==> src/rtl/usr_seq_pkg.sv <==
// usr_seq_pkg: shared definitions for the USR sequencer.
//   MODE_*  : USR mode encodings (hold / shift right / shift left / load)
//   ID_*    : requester identifiers used for grant and done_id
//   state_t : sequencer FSM states
package usr_seq_pkg;

    localparam logic [1:0] MODE_HOLD = 2'b00;
    localparam logic [1:0] MODE_SHR  = 2'b01;
    localparam logic [1:0] MODE_SHL  = 2'b10;
    localparam logic [1:0] MODE_LOAD = 2'b11;

    localparam logic ID_A = 1'b0;
    localparam logic ID_B = 1'b1;

    typedef enum logic [1:0] {
        ST_IDLE,
        ST_LOAD,
        ST_SHIFT,
        ST_DONE
    } state_t;

endpackage

==> src/rtl/usr_seq_rr_arb.sv <==
// usr_seq_rr_arb: 2-way round-robin arbiter with a 1-bit priority pointer.
//   clk, rst  : clock, asynchronous active-high reset (pointer favours A)
//   valids    : request lines, bit 0 = A, bit 1 = B
//   advance   : a grant was taken this cycle; priority passes to the other side
//   grant     : one-hot grant (zero when nobody requests)
//   grant_id  : index of the granted requester
module usr_seq_rr_arb
    import usr_seq_pkg::*;
(
    input  logic       clk,
    input  logic       rst,
    input  logic [1:0] valids,
    input  logic       advance,
    output logic [1:0] grant,
    output logic       grant_id
);

    logic ptr;

    // The pointer only matters on contention; a lone requester always wins.
    always_comb begin
        grant_id = ID_A;
        if (valids[0] && valids[1]) begin
            grant_id = ptr;
        end else if (valids[1]) begin
            grant_id = ID_B;
        end
        grant = '0;
        if (valids != 2'b00) begin
            grant[grant_id] = 1'b1;
        end
    end

    always_ff @(posedge clk or posedge rst) begin
        if (rst) begin
            ptr <= ID_A;
        end else if (advance) begin
            ptr <= ~grant_id;
        end
    end

endmodule

==> src/rtl/usr_sequencer.sv <==
// usr_sequencer: two-requester front end that drives an 8-bit universal shift
// register as a parallel-to-serial converter.
//   clk, rst                        : clock, asynchronous active-high reset
//   a_valid/a_ready/a_data/a_dir    : requester A word handshake (dir 1 = MSB first)
//   b_valid/b_ready/b_data/b_dir    : requester B, same as A
//   usr_mode/usr_pdata/usr_sil/usr_sir : USR control, parallel data, serial fills
//   usr_q                           : current USR contents
//   ser_bit/ser_valid/ser_ready/ser_last : outgoing serial beat handshake
//   done/done_id                    : one-cycle completion pulse and its requester
//   busy                            : high whenever not IDLE
// Build option: USR_SEQ_ROTATE_EN makes the vacated end take the outgoing bit
// (rotate); otherwise FILL_BIT is shifted in.
module usr_sequencer
    import usr_seq_pkg::*;
#(
    parameter int   WIDTH    = 8,
    parameter logic FILL_BIT = 1'b0
) (
    input  logic             clk,
    input  logic             rst,
    input  logic             a_valid,
    output logic             a_ready,
    input  logic [WIDTH-1:0] a_data,
    input  logic             a_dir,
    input  logic             b_valid,
    output logic             b_ready,
    input  logic [WIDTH-1:0] b_data,
    input  logic             b_dir,
    output logic [1:0]       usr_mode,
    output logic [WIDTH-1:0] usr_pdata,
    output logic             usr_sil,
    output logic             usr_sir,
    input  logic [WIDTH-1:0] usr_q,
    output logic             ser_bit,
    output logic             ser_valid,
    input  logic             ser_ready,
    output logic             ser_last,
    output logic             done,
    output logic             done_id,
    output logic             busy
);

    localparam int CW = $clog2(WIDTH + 1);

    state_t           state;
    logic [WIDTH-1:0] word;
    logic             dir_q;
    logic             id_q;
    logic [CW-1:0]    count;

    logic [1:0]       grant;
    logic             grant_id;
    logic             idle;
    logic             accept;
    logic             last;
    logic             out_bit;
    logic             fill;

    // rst is folded in so readies read 0 while reset is held, not just after.
    assign idle    = (state == ST_IDLE) && !rst;
    assign a_ready = idle && grant[0];
    assign b_ready = idle && grant[1];
    assign accept  = a_ready || b_ready;
    assign last    = (count == CW'(WIDTH - 1));
    assign out_bit = dir_q ? usr_q[WIDTH-1] : usr_q[0];

`ifdef USR_SEQ_ROTATE_EN
    assign fill = out_bit;
`else
    assign fill = FILL_BIT;
`endif

    usr_seq_rr_arb u_arb (
        .clk      (clk),
        .rst      (rst),
        .valids   ({b_valid, a_valid}),
        .advance  (accept),
        .grant    (grant),
        .grant_id (grant_id)
    );

    always_ff @(posedge clk or posedge rst) begin
        if (rst) begin
            state <= ST_IDLE;
            word  <= '0;
            dir_q <= 1'b0;
            id_q  <= ID_A;
            count <= '0;
        end else begin
            case (state)
                ST_IDLE: begin
                    if (accept) begin
                        word  <= (grant_id == ID_B) ? b_data : a_data;
                        dir_q <= (grant_id == ID_B) ? b_dir  : a_dir;
                        id_q  <= grant_id;
                        state <= ST_LOAD;
                    end
                end
                ST_LOAD: begin
                    count <= '0;
                    state <= ST_SHIFT;
                end
                ST_SHIFT: begin
                    // The count stops at WIDTH-1; the last beat leaves instead.
                    if (ser_ready) begin
                        if (last) begin
                            state <= ST_DONE;
                        end else begin
                            count <= count + 1'b1;
                        end
                    end
                end
                ST_DONE: begin
                    state <= ST_IDLE;
                end
                default: begin
                    state <= ST_IDLE;
                end
            endcase
        end
    end

    // Outputs decode the registered state; only the shift mode also follows
    // ser_ready so a stalled beat holds the USR.
    always_comb begin
        usr_mode  = MODE_HOLD;
        usr_pdata = '0;
        usr_sil   = 1'b0;
        usr_sir   = 1'b0;
        ser_bit   = 1'b0;
        ser_valid = 1'b0;
        ser_last  = 1'b0;
        done      = 1'b0;
        done_id   = 1'b0;
        busy      = 1'b0;
        case (state)
            ST_LOAD: begin
                usr_mode  = MODE_LOAD;
                usr_pdata = word;
                busy      = 1'b1;
            end
            ST_SHIFT: begin
                busy      = 1'b1;
                ser_valid = 1'b1;
                ser_bit   = out_bit;
                ser_last  = last;
                if (dir_q) begin
                    usr_sir = fill;
                end else begin
                    usr_sil = fill;
                end
                if (ser_ready) begin
                    usr_mode = dir_q ? MODE_SHL : MODE_SHR;
                end
            end
            ST_DONE: begin
                busy    = 1'b1;
                done    = 1'b1;
                done_id = id_q;
            end
            default: begin
            end
        endcase
    end

endmodule

==> config.mk <==
export PLATFORM = sky130hd
export DESIGN_NAME = usr_sequencer
export DESIGN_NICKNAME = d
export VERILOG_FILES = /design/src/rtl/usr_seq_pkg.sv /design/src/rtl/usr_seq_rr_arb.sv /design/src/rtl/usr_sequencer.sv
export SDC_FILE = /design/constraint.sdc
export NUM_CORES = 1
export LEC_CHECK = 0
export ABC_CLOCK_PERIOD_IN_PS = 3700
export CORE_AREA = 5 5 71 54
export DETAILED_ROUTE_END_ITERATION = 10
export DIE_AREA = 0 0 76 59
export PLACE_DENSITY = 0.78
export REMOVE_ABC_BUFFERS = 1
export SLEW_MARGIN = 5
export SYNTH_ARGS = -nofsm -noshare
export SYNTH_HDL_FRONTEND = slang
export SYNTH_SLANG_ARGS = --single-unit
==> constraint.sdc <==
create_clock -name clk -period 3.7 [get_ports clk]
set_input_delay 0.37 -clock clk [delete_from_list [all_inputs] [get_ports clk]]
set_output_delay 0.37 -clock clk [all_outputs]
set_load 0.02 [all_outputs]
==> metrics.cfg <==
[detailed_routing]
viasPerCell = 5.292
wl_per_cell_um = 15.46
drtPass1Iterations = 4
routed_wl_um = 3122
vias = 1069
drt_first_iter_violations = 52
drc = 0
final_antenna_net_count = 0

[clock_tree]
cts-hold-fix-buffers = 0
htree_levels = 1
cts_setup_buffers = 0
cts.sinks = 17
cts_root_buf = clkbuf_8
cts-buffers-inserted = 3
ctsResizeCount = 0
path_clk_slew_ns = 0.07
cts_tree = built
clockBufferDepth = 2
insertion_delay_ns = 0.25

[finish]
fin_nets = 201
multi_input_area_sq_um = 724.4
area_growth_pct = 36.23
layout-drive-gt1-share_pct = 7.927
fill_cells = 272
regArea_sq_um = 425.4
antennaDiodeCount = 0

[sta]
fin_tns_setup_ns = 0
worstMarginPinSlew_ns = 0.6631
setup_violations = 0
hold_violations = 0
fmax_mhz = 374.9
maxSlewHeadroom_pct = 55.75
rsz0062_at_grt = no
maxSlewViolCount = 0
fin_crit_ns = 2.667
setup_slack_ns = 1.033
skew_ns = 0.003981
post-route-period-util_pct = 72.09

[power]
p_switching_uw = 501.8
power_frac_comb_pct = 60.0
seq_power_share_pct = 28.4
p_sw_share_pct = 42.21
vdd.ir_drop.worst_uv = 444.9
p_leak_nw = 0.6591
p_per_area_nw_per_um2 = 703.8
p_int_uw = 686.9
p_clk_share_pct = 11.6

[global_route]
grt_start_max_net_pins = 18
first_global_vias = 1102
antenna_found_initial = 0
grt_first_pass_wirelength_um = 5030
grtUsageTotal_pct = 13.84
overflow = 0

[critical_path]
crit_buf_inv = 2
startpoint_type = flip-flop
worst_path_max_delay_cell = clkdlybuf4s50_1
arrival_ns = 2.30
crit_type = reg2out
cpPeakStageDelay_ns = 0.63
crit_chain = inv_1 > ha_1 > and2b_1 > nand2_1 > a21oi_1 > clkdlybuf4s50_1
end_kind = output pin
worst-path-max-fanout = 14
cp.required_ns = 3.33
critPathTopFamily = buffers and inverters

[place]
place_hpwl_um = 2472
gp_congestion = 0.8490
port_buffers = 42
dp_slack_ns = 1.132

[yosys]
avgSynthCellArea_sq_um = 9.841
yosysWarnings = 0
yosys_most_used_dff = dfrtp_1
synth_top_cell_by_area = dfrtp_1
synth_cell_type_count = 40
seq_area_frac_synth_pct = 34.31
syn_area_sq_um = 1240
ys_ff_latch = 17
synth_top_cell_area_share_pct = 34.31
syn_inst = 126
synthTopCellsByCount = dfrtp_1, a21oi_1, nand3_1, and2_1
synthArstFlopShare_pct = 100.0
synth_edf_count = 0
ys_top_cells_by_area = dfrtp_1, a31oi_4, a21oi_1, nand3_1, and2_1
yosysMostFrequentCell = dfrtp_1

[run]
cap_violations = 0

[die]
initial_core_util_pct = 40.77
die_w_um = 76
design.core.area_sq_um = 3042
num_rows = 17
ioPinCount = 51
die_area_sq_um = 4484
die_y_um = 59

[hold_path]
hp-class = reg2reg

[outcome]
outcome = finished clean

## state kept, by name (all words and copies together) (netlist names)
register,flops
word,8
count,4
state,2
dir_q,1
id_q,1
u_arb.ptr,1
## final timing paths
check / endpoint / startpoint / depth (start not counted) / slack (ns)
max: a_ready / state[0] / 6 / 1.03
min: id_q / id_q / 1 / 0.49
max reg2reg: word[6] / state[0] / 5 / 1.91
min reg2reg: id_q / id_q / 1 / 0.49
max in group asynchronous: word[2] / rst / 2 / 2.71
min in group asynchronous: state[1] / rst / 2 / 0.56
## metrics by stage
stage	util, %	power, mW	hold slack, ns	area [sq um]	cells
final	55.53	1.189	0.4909	1689	202
after detailed placement	54.05	1.059	0.4810	1644	198
after floorplan	-	0.7984	0.2961	1176	118
after global routing	55.53	1.271	0.5142	1689	202
after global placement	54.05	1.028	0.4624	1644	198
after CTS	55.53	1.198	0.4958	1689	202
## placed cells by master (no fill, tap or decap), types with 2 or more instances in the layout
| master | count |
|---|---|
| o21ai_0 | 9 |
| and2_1 | 10 |
| nand2_1 | 5 |
| a21oi_1 | 13 |
| conb_1 | 2 |
| ha_1 | 5 |
| clkdlybuf4s50_1 | 42 |
| clkbuf_8 | 3 |
| nor2_1 | 3 |
| dfrtp_1 | 17 |
| inv_1 | 7 |
| nand3_1 | 13 |
| nor2b_1 | 2 |
| a31oi_4 | 9 |
## final cells by class
cell class	instances	area share [%]
flip-flops and latches	17	25.19
multi-input cells	94	42.89
inverters	7	1.556
clock buffers	4	2.667
well taps	38	2.815
repair buffers	42	24.89
## per-layer routing
layer | vias to the layer above | global-route usage [%] | share of wire, %
met4 | 0 | 2.284 | 0.35
met1 | 525 | 17.16 | 45
li1 | 524 | - | -
met2 | 18 | 24.27 | 51
met3 | 2 | 4.255 | 3.8
met5 | - | 0 | 0
## power groups by stage
| stage | registers [mW] | logic, mW | clock network, mW |
|---|---|---|---|
| floorplan | 0.319 | 0.480 | 0 |
| global placement | 0.331 | 0.697 | 0 |
| detailed placement | 0.339 | 0.720 | 0 |
| CTS | 0.337 | 0.722 | 0.139 |
| global route | 0.350 | 0.771 | 0.150 |
| finish | 0.338 | 0.713 | 0.138 |
## logic make-up after synthesis
family          share of synthesized area [%]
mux                                     1.715
compound gates                          31.79
simple gates                            19.28
flops                                   34.31
other cells                            0.3024
fa+ha+maj                               5.045
buf+inv                                 7.568
## worst reg2reg max path: stages, from the launching register on
cell and delay (ns):
dfrtp_1 0.42, inv_1 0.10, ha_1 0.20, and2b_1 0.42, and2_4 0.40, a31oi_4 0.12
(Power assumes the default switching activity.)
